===== config.mk =====
export PLATFORM = sky130hd
export DESIGN_NAME = pipeline_hazard_controller
export DESIGN_NICKNAME = d
export VERILOG_FILES = /design/src/rtl/pipeline_hazard_controller.sv
export SDC_FILE = /design/constraint.sdc
export NUM_CORES = 1
export LEC_CHECK = 0
export CORE_MARGIN = 2
export CORE_UTILIZATION = 35
export CTS_CLUSTER_SIZE = 25
export DETAILED_ROUTE_END_ITERATION = 7
export MAX_ROUTING_LAYER = met4
export PLACE_DENSITY = 0.75
export SLEW_MARGIN = 20
export SYNTH_ARGS = -nofsm -noshare
export SYNTH_HDL_FRONTEND = slang
export SYNTH_SLANG_ARGS = --single-unit

===== constraint.sdc =====
create_clock -name clk -period 2 [get_ports clk]
set_clock_uncertainty 0.05 [all_clocks]
set_input_delay 0.5 -clock clk [delete_from_list [all_inputs] [get_ports clk]]
set_output_delay 0.5 -clock clk [all_outputs]
set_load 0.01 [all_outputs]

===== src/rtl/pipeline_hazard_controller.sv =====
// Pipeline hazard controller: load-use stalls, branch flushes and multi-cycle
// mul/div holds with a bounded wait, plus saturating stall/flush counters.
module pipeline_hazard_controller #(
  parameter int unsigned MD_TIMEOUT = 64,
  parameter int unsigned CNT_W      = 16
) (
  input  logic             clk,
  input  logic             rst_n,
  input  logic [4:0]       id_rs1,
  input  logic [4:0]       id_rs2,
  input  logic [4:0]       ex_rd,
  input  logic             ex_memRead,
  input  logic             ex_branchTaken,
  input  logic             ex_mdStart,
  input  logic             md_done,
  output logic             stall_if,
  output logic             stall_id,
  output logic             stall_ex,
  output logic             flush_id,
  output logic             flush_ex,
  output logic             bubble_mem,
  output logic             md_timeout,
  output logic [CNT_W-1:0] stall_cnt,
  output logic [CNT_W-1:0] flush_cnt
);

  localparam int unsigned WAIT_W = $clog2(MD_TIMEOUT) + 1;

  typedef enum logic {
    RUN,
    MD_WAIT
  } state_t;

  state_t            state;
  logic [WAIT_W-1:0] wait_cnt;
  logic              load_use;
  logic              wait_last;
  logic              md_issue;

  assign load_use  = ex_memRead && (ex_rd != '0) &&
                     ((ex_rd == id_rs1) || (ex_rd == id_rs2));
  assign wait_last = (wait_cnt == WAIT_W'(MD_TIMEOUT - 1));
  assign md_issue  = !ex_branchTaken && ex_mdStart && !md_done;

  // Outputs are gated by rst_n so they read 0 the instant reset asserts.
  always_comb begin
    stall_if   = 1'b0;
    stall_id   = 1'b0;
    stall_ex   = 1'b0;
    flush_id   = 1'b0;
    flush_ex   = 1'b0;
    bubble_mem = 1'b0;
    if (rst_n) begin
      unique case (state)
        RUN: begin
          if (ex_branchTaken) begin
            flush_id = 1'b1;
            flush_ex = 1'b1;
          end else if (ex_mdStart) begin
            if (!md_done) begin
              stall_if   = 1'b1;
              stall_id   = 1'b1;
              stall_ex   = 1'b1;
              bubble_mem = 1'b1;
            end
          end else if (load_use) begin
            stall_if = 1'b1;
            stall_id = 1'b1;
            flush_ex = 1'b1;
          end
        end
        MD_WAIT: begin
          if (!md_done) begin
            stall_if   = 1'b1;
            stall_id   = 1'b1;
            stall_ex   = 1'b1;
            bubble_mem = 1'b1;
          end
        end
        default: ;
      endcase
    end
  end

  always_ff @(posedge clk or negedge rst_n) begin
    if (!rst_n) begin
      state      <= RUN;
      wait_cnt   <= '0;
      md_timeout <= 1'b0;
    end else begin
      unique case (state)
        RUN: begin
          if (md_issue) begin
            state    <= MD_WAIT;
            wait_cnt <= '0;
          end
        end
        MD_WAIT: begin
          if (md_done) begin
            state <= RUN;
          end else if (wait_last) begin
            state      <= RUN;
            md_timeout <= 1'b1;
          end else begin
            wait_cnt <= wait_cnt + WAIT_W'(1);
          end
        end
        default: state <= RUN;
      endcase
    end
  end

  always_ff @(posedge clk or negedge rst_n) begin
    if (!rst_n) begin
      stall_cnt <= '0;
      flush_cnt <= '0;
    end else begin
      if (stall_if && (stall_cnt != '1)) stall_cnt <= stall_cnt + CNT_W'(1);
      if (flush_id && (flush_cnt != '1)) flush_cnt <= flush_cnt + CNT_W'(1);
    end
  end

endmodule


==> results.md, run 1 <==
* Outcome: finished with violations
* Failing checks: negative setup slack
* Mean number of vias per cell at 4.78
* Initial standard-cell utilization of the core at 35.7%
* Total standard cell area after synthesis at 2240 sq um
* Layout net count at 322
* Final Wtd Congestion at 0.815
* Period utilization at 101%
* Synthesized instance count at 210
* Root buffer cell: clkbuf_8
* Peak supply drop at 0.643 mV
* Count of maximum capacitance violations at 0
* Total overflow reported by the global router at 0
* Number of hold-repair buffers added at the cts stage at 0
* DRC violation count after routing at 0
* Main flop type after synthesis: dfrtp_1
* Synth warnings at 0
* Length in cells of the worst reg-to-reg path at 6
* Number of global-route vias before repair at 1896
* Internal reg-to-reg setup slack at 110 ps
* Global-route usage over all layers at 15.8%
* Share of power burned in the clock network at 23.1%
* Unique masters post-synth at 41
* Layout overhead on the synthesized area at 42.5%
* Antenna Violating Nets Remaining at 0
* TritonRoute pass-1 iters at 4
* Count of routing violations after the opening detailed-route iteration at 77
* Final-report setup violation count at 2
* Layout filler cell count at 578
* Area of the core at 6280 sq um
* Count of H-tree levels built during CTS at 2
* Unrepaired setup endpoints after global routing: yes
* Routed wire length on met2 at 2.58 mm
* Maximum buffer depth of the clock tree at 2
* Total clock sinks at 41
* Met1 routed wirelength after detailed routing at 2.24 mm
* RR Startpoint: state
* Final setup slack of the worst path at -20.9 ps
* Placement Rows at 29
* Crit-path max FO at 3
* Comb pwr share at 28.7%
* Pin count of the biggest net entering global routing at 42
* Post-layout total power at 2.25 mW
* Post-synth net total at 234
* Clock-pin slew on the worst setup and hold paths at 80 ps
* Utilization after layout at 50.8%
* Chip width at 84.0 um
* Transition time at the pin with the least slew margin at 522 ps
* Hold Vio Cnt, Final at 0
* Highest routing layer actually used: met4
* Number of top-level pins at 60
* Slew Limit Headroom at 65.2%
* Post-synth EDFFs at 0
* Clock tree from TritonCTS: built
* Diodes inserted at 0
* NetSw at 689 uW
* Min-delay worst type: in -> async
* Number of antenna violations at the first check in global routing at 0
* Seq pwr share at 48.3%
* Switching power share of the total at 30.6%
* Most frequent cells in the layout: 40 x dfrtp_1, 33 x clkdlybuf4s50_1, 27 x buf_4
* Post-DP HPWL at 3.80 mm
* CP Class: in -> out
* Kind of launch point of the worst setup path: primary input
* WP data arrival at 1470 ps
* Achievable clock frequency at 0.495 GHz
* Min Tclk post-route at 2020 ps
* Endpoint class of the critical path: primary output
* Share of cells above drive strength 1 at 31.1%
* End of the worst register-to-register path: stall_cnt[1]
* FFs w/ async S/R, synth at 100%
* Sequential-to-total area share from yosys stat at 45.8%
* DR WL/cell at 13.4 um
* Input/output buffers at 59
* Die height at 84.0 um
* Area of the die at 7050 sq um
* Power Internal at 1.56 mW
* Post-synthesis register bit count at 41
* Clock insertion delay at the later pin of the skew report at 290 ps
* Wire length of the first global-routing pass at 8.82 mm
* Power density of the placed cells at 706 nW/um^2
* Leading cell type in the layout, fill and taps excluded: dfrtp_1
* Total CTS buffers at 5
* Synth Area per Inst at 10.7 sq um
* CP Data Required Time at 1450 ps
* Number of vias in the routed layout at 1798
* Slew Viols, Final at 0
* Total Wirelength at 5.05 mm
* Static Leak at 1.48 nW
* Routed wire length on met3 at 172 um
[power groups by stage]
stage / logic (mW) / registers [mW] / clock network (mW)
final: 0.645 / 1.09 / 0.519
after global routing: 0.711 / 1.11 / 0.581
after CTS: 0.647 / 1.08 / 0.536
after detailed placement: 0.642 / 1.10 / 0
after global placement: 0.624 / 1.09 / 0
after floorplan: 0.245 / 1.12 / 0
[logic make-up after synthesis]
kind of cell | share of synthesized area, %
flops | 45.8
buf+inv | 2.74
simple gates | 28.2
mux | 1.51
fa+ha+maj | 1.68
xor+xnor | 16.0
compound gates | 3.97
[critical path: stages]
cell	delay, ps
buf_2	140
xnor2_2	130
nand2_1	70
o22ai_2	180
buf_4	140
a41oi_4	120
inv_4	90
buf_6	90
[registers in the layout, indices dropped and copies added, names as in the netlist]
register	count
state	1
md_timeout	1
wait_cnt	7
stall_cnt	16
flush_cnt	16
[what timing repair did]
| action | CTS | global route |
|---|---|---|
| resized for setup | 102 | 10 |
| pin swaps | 19 | 7 |
| buffers inserted | 2 | 0 |
| endpoints found under the setup margin | 30 | 12 |
[cell usage after synthesis, types with 3 or more instances]
library cell  number  area [sq um]
mux2_2             3          33.8
nand4_1            5          31.3
and3_1             6          37.5
xnor2_1           21           184
xor2_1            20           175
nand3_1           15          75.1
nor3_1             6          30.0
nor2_1            15          56.3
dfrtp_1           41          1030
ha_1               3          37.5
nor3_2             8          80.1
inv_1              5          18.8
nand2_1           24          90.1
[layout make-up]
class                           count  area, sq um  area share, %
Sequential cell                    41         1030           32.2
Tap cell                           77         96.3           3.02
Inverter                            5         23.8          0.745
Timing Repair Buffer               86          736           23.1
Multi-Input combinational cell    159         1230           38.4
Clock buffer                        8         80.1           2.51
[metal layers]
layer  track usage [%]  vias up
met5                 -        -
met1              19.4      866
met4              3.67        0
li1                  -      892
met2              26.5       34
met3              3.66        6
[worst max path at each step]
stage | from | cells after the start | endpoint | slack [ps]
after detailed placement | ex_rd[2] | 7 | flush_ex | -900
after global placement | ex_rd[2] | 7 | flush_ex | -820
final | ex_rd[1] | 8 | stall_id | -20
after global routing | id_rs1[0] | 8 | stall_id | -90
after CTS | id_rs1[4] | 8 | stall_id | -20
after floorplan | ex_rd[2] | 7 | stall_if | 3
[through the flow]
step | setup slack, ps | area (sq um) | instances | hold slack [ps] | setup TNS (ps)
3_5_place_dp | -899 | 3090 | 368 | 401 | -17970
6_report | -20.9 | 3190 | 376 | 234 | -41.6
2_1_floorplan | 3.15 | 2250 | 210 | 154 | 0
3_3_place_gp | -821 | 3090 | 368 | 397 | -16250
5_1_grt | -89.1 | 3190 | 376 | 286 | -237
4_1_cts | -22.4 | 3170 | 377 | 261 | -58.1
Note: power is estimated with default switching activity, not from simulation.
==> run 2, diff against run 1 <==
Settings changed: DONT_BUFFER_PORTS set to 1, PLACE_DENSITY 0.75 to 0.61.
Clock period 2 ns to 2.2 ns, I/O delays scaled along.
==> results.md, run 2 (same netlist as run 1, synthesis figures left out) <==
* Maximum buffer depth of the clock tree at 2 (unchanged)
* Routed wire length on met3 at 307 um (+78%)
* Number of top-level pins at 60 (unchanged)
* Power density of the placed cells at 776 nW/um^2 (+9.9%)
* Wire length of the first global-routing pass at 7.35 mm (-17%)
* CP Class: in -> out
* Count of routing violations after the opening detailed-route iteration at 49 (-36%)
* Diodes inserted at 0 (unchanged)
* Leading cell type in the layout, fill and taps excluded: dfrtp_1
* Antenna Violating Nets Remaining at 0 (unchanged)
* Worst setup path startpoint: ex_rd[0]
* Peak supply drop at 0.373 mV (-42%)
* End of the worst register-to-register path: flush_cnt[1]
* CP Data Required Time at 1600 ps (+150 ps)
* Slew Viols, Final at 0 (unchanged)
* Crit-path max FO at 3 (unchanged)
* Min Tclk post-route at 2060 ps
* Area used by multi-input combinational logic at 1160 sq um (-5.3%)
* Internal reg-to-reg setup slack at 220 ps (+110 ps)
* Number of global-route vias before repair at 1513 (-20%)
* Count of H-tree levels built during CTS at 2 (unchanged)
* Clock insertion delay at the later pin of the skew report at 290 ps (about the same)
* TritonRoute pass-1 iters at 4 (unchanged)
* Post-layout total power at 1.95 mW (-13%)
* Min-delay worst type: in -> async
* Post-DP HPWL at 3.15 mm (-17%)
* Count of maximum capacitance violations at 0 (unchanged)
* DRC violation count after routing at 0 (unchanged)
* Transition time at the pin with the least slew margin at 388 ps (-133 ps)
* Registers with the most flip-flops: flush_cnt x16, stall_cnt x16, wait_cnt x7
* Placed Area at 2360 sq um (-23%)
* Area of the core at 6280 sq um (unchanged)
* Final-report setup violation count at 0 (-2)
* Total CTS buffers at 5 (unchanged)
* Postcts setup bufs at 0 (-2)
* Outcome: finished clean
* Layout net count at 246 (-24%)
* Share of cells above drive strength 1 at 20.2% (-11 points)
* Area taken by flip-flops and latches at 1030 sq um (-0.12%)
* Area of all placed cells without fillers at 2510 sq um (-21%)
* Endpoint class of the critical path: primary output
* Number of antenna violations at the first check in global routing at 0 (unchanged)
* Most frequent cells in the layout: 41 x dfrtp_1, 24 x nand2_1, 21 x xnor2_1
* Utilization after layout at 40.0% (-11 points)
* Highest routing layer actually used: met4
* Kind of launch point of the worst setup path: primary input
* Hold Vio Cnt, Final at 0 (unchanged)
* Area of the die at 7050 sq um (unchanged)
* Global-route usage over all layers at 13.3% (-2.5 points)
* DR WL/cell at 14.1 um (+5.2%)
* Filler-free cell count of the finished design at 300 (-20%)
* Number of vias in the routed layout at 1515 (-16%)
* Post-route setup TNS at 0 ps (+41.6 ps)
* Static Leak at 1.14 nW (-23%)
* Clock tree from TritonCTS: built
* Mean number of vias per cell at 5.05 (+5.6%)
* Length in cells of the worst reg-to-reg path at 5 (-1)
* Layout overhead on the synthesized area at 12.1%
* Input/output buffers at 0 (-100%)
* Initial standard-cell utilization of the core at 35.7% (unchanged)
* Layout filler cell count at 612 (+5.9%)
* Die height at 84.0 um (unchanged)
* Met1 routed wirelength after detailed routing at 1.83 mm (-18%)
* WP data arrival at 1460 ps (about the same)
* Achievable clock frequency at 0.484 GHz
* Total clock sinks at 41 (unchanged)
* Pin count of the biggest net entering global routing at 42 (unchanged)
* Final Wtd Congestion at 0.769 (-5.6%)
* Unrepaired setup endpoints after global routing: no
* Minimum hold slack at 34.9 ps (-199 ps)
* Clock-pin slew on the worst setup and hold paths at 80 ps (about the same)
* Worst slack at placement at 71.4 ps (+971 ps)
* Total overflow reported by the global router at 0 (unchanged)
* Period utilization at 93.9%
* Total Wirelength at 4.24 mm (-16%)
* Placement Rows at 29 (unchanged)
* Final setup slack of the worst path at 135 ps (+156 ps)
* Placed insts at 291 (-21%)
* Routed wire length on met2 at 2.05 mm (-20%)
* Chip width at 84.0 um (unchanged)
* RR Startpoint: flush_cnt[9]
* Root buffer cell: clkbuf_8
* Slew Limit Headroom at 73.9% (+8.7 points)
## run 2: what timing repair did
action	CTS	global route
hold endpoints to repair	41	0
hold buffers	1	0
gates resized for setup	0	1
endpoints found under the setup margin	0	2
## run 2: worst max path at each step
stage                         to  slack, ps
global route            stall_if         30
global placement        flush_ex        120
floorplan               stall_if         20
CTS                     stall_if         20
finish                  flush_ex        140
detailed placement  stall_cnt[6]         70
## run 2: worst max-delay path: stages
cell	delay, ps
xnor2_1	130
nand3_1	110
o22ai_2	240
a31oi_1	110
nor3_1	320
## run 2: cell type report
type | instances | area share, %
multi-input combinational | 159 | 46.3
clock buffer | 6 | 3.29
sequential | 41 | 40.9
tap | 77 | 3.84
clock inverter | 2 | 1.50
inverter | 5 | 0.748
timing repair buffer | 10 | 3.49
## run 2: metal layers
| metal | global-route usage, % | vias up |
|---|---|---|
| met1 | 16.0 | 728 |
| li1 | - | 743 |
| met4 | 4.11 | 0 |
| met3 | 5.54 | 7 |
| met5 | - | - |
| met2 | 20.4 | 37 |
## run 2: report_power, final
group	internal (mW)	total, mW	switching (mW)
Clock	0.369	0.632	0.263
Sequential	0.859	1.04	0.186
Combinational	0.134	0.270	0.136
==> run 3, diff against run 2 <==
Settings changed: CORE_UTILIZATION 35 to 60, PLACE_DENSITY 0.61 to 0.88.
==> results.md, run 3 (same netlist as run 1, synthesis figures left out) <==
* Layout net count at 244 (-0.81%)
* Area of the core at 3630 sq um (-42%)
* DRC violation count after routing at 0 (unchanged)
* WP data arrival at 1450 ps (about the same)
* Comb pwr share at 14.9% (+1.0 points)
* Number of global-route vias before repair at 1553 (+2.6%)
* Area of the die at 4240 sq um (-40%)
* Static Leak at 1.12 nW (-2.1%)
* Layout filler cell count at 289 (-53%)
* Critical Path Stages at 5 (unchanged)
* Outcome: finished clean
* End of the worst register-to-register path: flush_cnt[1]
* Crit path max-delay family: simple AND/OR/NAND/NOR gates
* Achievable clock frequency at 0.488 GHz (+0.69%)
* Utilization after layout at 66.7% (+27 points)
* Initial standard-cell utilization of the core at 61.6% (+26 points)
* Switching power share of the total at 30.5% (+0.46 points)
* Area taken by flip-flops and latches at 1030 sq um (unchanged)
* Internal reg-to-reg setup slack at 260 ps (+40 ps)
* Count of routing violations after the opening detailed-route iteration at 64 (+31%)
* Final-report setup violation count at 0 (unchanged)
* Period utilization at 93.2% (-0.64 points)
* Registers with the most flip-flops: flush_cnt x16, stall_cnt x16, wait_cnt x7
* Wire length of the first global-routing pass at 6.76 mm (-8.1%)
* Total Wirelength at 3.83 mm (-9.6%)
* CP Data Required Time at 1600 ps (about the same)
* Post-DP HPWL at 2.90 mm (-8.0%)
* Chip width at 65.1 um (-22%)
* Share of power burned in the clock network at 26.7% (-5.8 points)
* Antenna Violating Nets Remaining at 0 (unchanged)
* Unrepaired setup endpoints after global routing: no
* Slew Limit Headroom at 74.9% (+0.98 points)
* DR WL/cell at 14.3 um (+1.2%)
* Final Wtd Congestion at 0.783 (+1.8%)
* Layout overhead on the synthesized area at 8.33%
* Mean number of vias per cell at 5.67 (+12%)
* Kind of launch point of the worst setup path: primary input
* TritonRoute pass-1 iters at 4 (unchanged)
* CP Class: in -> out
* Number of vias in the routed layout at 1520 (+0.33%)
* Most frequent cells in the layout: 41 x dfrtp_1, 24 x nand2_1, 21 x xnor2_1
* Pin count of the biggest net entering global routing at 42 (unchanged)
* Count of H-tree levels built during CTS at 2 (unchanged)
* Post-route setup TNS at 0 ps (unchanged)
* Share of cells above drive strength 1 at 18.6% (-1.5 points)
* CP Cell Sequence: xnor2_1 > nand3_1 > o22ai_2 > a31oi_1 > nor3_1
* Endpoint of the worst setup timing path: flush_ex
* Clock insertion delay at the later pin of the skew report at 280 ps (about the same)
* Crit-path max FO at 3 (unchanged)
* Total CTS buffers at 5 (unchanged)
* Worst setup path startpoint: ex_rd[4]
* Total clock sinks at 41 (unchanged)
* Number of antenna violations at the first check in global routing at 0 (unchanged)
* Global-route usage over all layers at 21.1% (+7.8 points)
* Length in cells of the worst reg-to-reg path at 5 (unchanged)
* Min Tclk post-route at 2050 ps (-14.1 ps)
* Power Internal at 1.24 mW (-8.9%)
* Clock-pin slew on the worst setup and hold paths at 70 ps (about the same)
* Root buffer cell: clkbuf_8
* Slew Viols, Final at 0 (unchanged)
* Count of maximum capacitance violations at 0 (unchanged)
* Leading cell type in the layout, fill and taps excluded: dfrtp_1
* Seq pwr share at 58.4% (+4.7 points)
* RR Startpoint: flush_cnt[3]
* Hold Vio Cnt, Final at 0 (unchanged)
* Delay of the slowest critical-path stage at 310 ps (about the same)
* Die height at 65.1 um (-22%)
* NetSw at 545 uW (-6.9%)
* Slowest CP cell: nor3_1
* Number of top-level pins at 60 (unchanged)
* Power density of the placed cells at 736 nW/um^2 (-5.1%)
* Min-delay worst type: in -> async
* Maximum buffer depth of the clock tree at 2 (unchanged)
* Input/output buffers at 0 (unchanged)
* Critical path buffer and inverter count at 0 (unchanged)
* Peak supply drop at 0.504 mV (+35%)
* Diodes inserted at 0 (unchanged)
* Endpoint class of the critical path: primary output
* Area used by multi-input combinational logic at 1160 sq um (unchanged)
* Minimum hold slack at 55.7 ps (+20.7 ps)
* Placement Rows at 22 (-24%)
* Clock tree from TritonCTS: built
* Transition time at the pin with the least slew margin at 374 ps (-14.6 ps)
* Total overflow reported by the global router at 0 (unchanged)
-- run 3: changes by cell type in the layout (fill, tap and decap cells not counted) --
cell        delta
clkbuf_1       +1
clkinvlp_4     -1
buf_4          -2
bufinv_16      -1
-- run 3: worst min path at each step --
stage | end | start | slack (ps)
detailed placement | wait_cnt[6] | rst_n | 210
global placement | wait_cnt[6] | rst_n | 210
floorplan | flush_cnt[0] | rst_n | 200
global route | flush_cnt[0] | rst_n | 60
finish | flush_cnt[0] | rst_n | 60
CTS | stall_cnt[8] | rst_n | 50
-- run 3: metrics by stage --
| stage | total power [mW] | instances | cell area (sq um) | setup slack [ps] |
|---|---|---|---|---|
| final | 1.79 | 268 | 2420 | 149 |
| after global routing | 1.90 | 268 | 2420 | 37.3 |
| after CTS | 1.81 | 268 | 2420 | 76.0 |
| after detailed placement | 1.31 | 260 | 2310 | 125 |
| after global placement | 1.29 | 260 | 2310 | 174 |
| after floorplan | 1.24 | 210 | 2240 | 15.8 |
-- run 3: final cells by class --
type	instances	share of cell area (%)
timing repair buffer	8	2.99
sequential	41	42.3
multi-input combinational	159	47.9
inverter	5	0.774
tap	48	2.48
clock buffer	7	3.56
-- run 3: timing repair --
item / in CTS / in global routing
hold buffers: 1 / 0
resized for setup: 0 / 1
endpoints found under the hold margin: 41 / 0
setup endpoints to repair: 0 / 2
setup buffers: 0 / 0
-- run 3: worst reg2reg max path, delay by kind of cell, from the launching register on --
kind	cells	cell delay, ps
simple gates	4	970
flops	1	480
mux	1	330
-- run 3: power by group through the flow --
stage	registers (mW)	clock network (mW)	logic, mW
after detailed placement	1.06	0	0.250
after global routing	1.06	0.525	0.308
after global placement	1.05	0	0.242
after CTS	1.04	0.498	0.270
after floorplan	1.02	0	0.222
final	1.04	0.477	0.265
-- run 3: routing by layer --
layer  vias up  wire (um)  track usage (%)
li1        732          -                -
met1       738       1600             23.0
met3        11        288             9.55
met2        39       1860             34.3
met5         -          0                -
met4         0         80             7.29
==> variant: new RTL, flow settings as in run 3 <==
`MD_TIMEOUT`: 64 -> 32.
--- a/src/rtl/pipeline_hazard_controller.sv
+++ b/src/rtl/pipeline_hazard_controller.sv
@@ -1,7 +1,7 @@
 // Pipeline hazard controller: load-use stalls, branch flushes and multi-cycle
 // mul/div holds with a bounded wait, plus saturating stall/flush counters.
 module pipeline_hazard_controller #(
-  parameter int unsigned MD_TIMEOUT = 64,
+  parameter int unsigned MD_TIMEOUT = 32,
   parameter int unsigned CNT_W      = 16
 ) (
   input  logic             clk,
Function: no difference found for any inputs over 10 cycles, from zero or initial values and one cycle with rst_n low; that may be too few to reach the edited logic, so the function may still have changed.
==> variant against run 3 <==
Cell area grew 3.9%; count of clock-buffer cells in the layout shrank 2; combinational power grew 83%; routed wire length grew 17%; synthesized area shrank 5.0%; global-route usage grew 3.4 points; fmax shrank 6.1%; setup slack lost 0.13 ns; non-clock buffer count grew 24; critical path depth shrank 1; power grew 9.1%; sequential cell count shrank 1; critical endpoint is now stall_if; largest cell class unchanged.
==> variant: results (changes against run 3) <==
Clocking
  – Root buffer cell: clkbuf_4
  – Clk slew on worst S/H paths: 0.12 ns (+0.05 ns)
  – Cts hold-fix bufs: 2 (+1)

Pwr
  – Max IR drop VDD: 613 uV (+22%)
  – PwrDens: 773 nW/um^2 (+5.0%)
  – Leak Pwr: 1.14 nW (+2.3%)

Synthesis
  – Post-Syn Nets: 231 (-1.3%)
  – Mapped Cells: 207 (-1.4%)
  – Top cells by count, synth: dfrtp_1 (40), xnor2_1 (22), nor2_1 (19), nand2_1 (18), xor2_1 (16)

GRT
  – Routing usage on met1: 25.9% (+2.9 points)
  – First-pass GRT wire length: 7630 um (+13%)
  – Largest net degree at the start of global routing: 41 (-2.4%)
  – Number of global-route vias before repair: 1,782 (+15%)
  – Grt met3 use: 8.04% (-1.5 points)

Layout
  – Multi-input gate area: 1090 um^2 (-5.8%)
  – Fillers: 242 (-16%)
  – Clock buffer count: 5 (-2)
  – Multi-input gates: 157 (-1.3%)
  – Share of cells above drive strength 1: 23.0% (+4.4 points)
  – Count of non-CTS buffers in the layout: 32 (+24)

Drt
  – Met2 routed WL: 2240 um (+20%)
  – M1 WL: 1760 um (+9.9%)
  – Routed wire length: 4480 um (+17%)
  – Avg Vias per Cell: 5.85 (+3.2%)

Timing
  – Rel. slew slack: 67.6% (-7.3 points)
  – Final hold slack: 0.343 ns (+0.287 ns)

Placement
  – Placed cells: 271 (+4.2%)
  – Gp weighted congestion: 0.818 (+4.5%)
  – HPWL Detailed: 3230 um (+12%)
  – Post-place setup slack: 0.00954 ns (-0.115 ns)

Floorplan
  – Core Region: 3360 um^2 (-7.4%)

Setup path
  – Register-to-Register Path Depth: 7 (+2)
  – Max stage delay on crit path: 0.53 ns (+0.22 ns)

Run status
  – Status: complete, no violations
==> variant: critical path, delay by kind of cell <==
family                 cells  cell delay (ns)
AO/OA/AOI/OAI              2             0.31
AND/OR/NAND/NOR            1             0.53
buffers and inverters      1             0.19
==> variant: cell families after synthesis <==
group,synth area share [%]
mux,2.06
simple gates,24.8
compound gates,6.12
buf+inv,2.53
flops,47.1
xor+xnor,15.7
fa+ha+maj,1.77
==> variant: where the power goes <==
part	total (W)	internal, W	switching [W]
clock	0.000489	0.000237	0.000252
sequential	0.000975	0.000839	0.000135
combinational	0.000484	0.000215	0.000269
==> variant: how the worst max path moves through the flow <==
stage	start	end	slack, ns	cells past startpoint
after floorplan	ex_rd[2]	stall_if	-0.06	5
after global placement	ex_rd[1]	stall_if	0.04	4
after detailed placement	ex_rd[1]	stall_id	0.01	4
after CTS	state	stall_id	0.002	4
after global routing	state	stall_id	-0.04	4
final	ex_rd[1]	stall_if	0.02	4
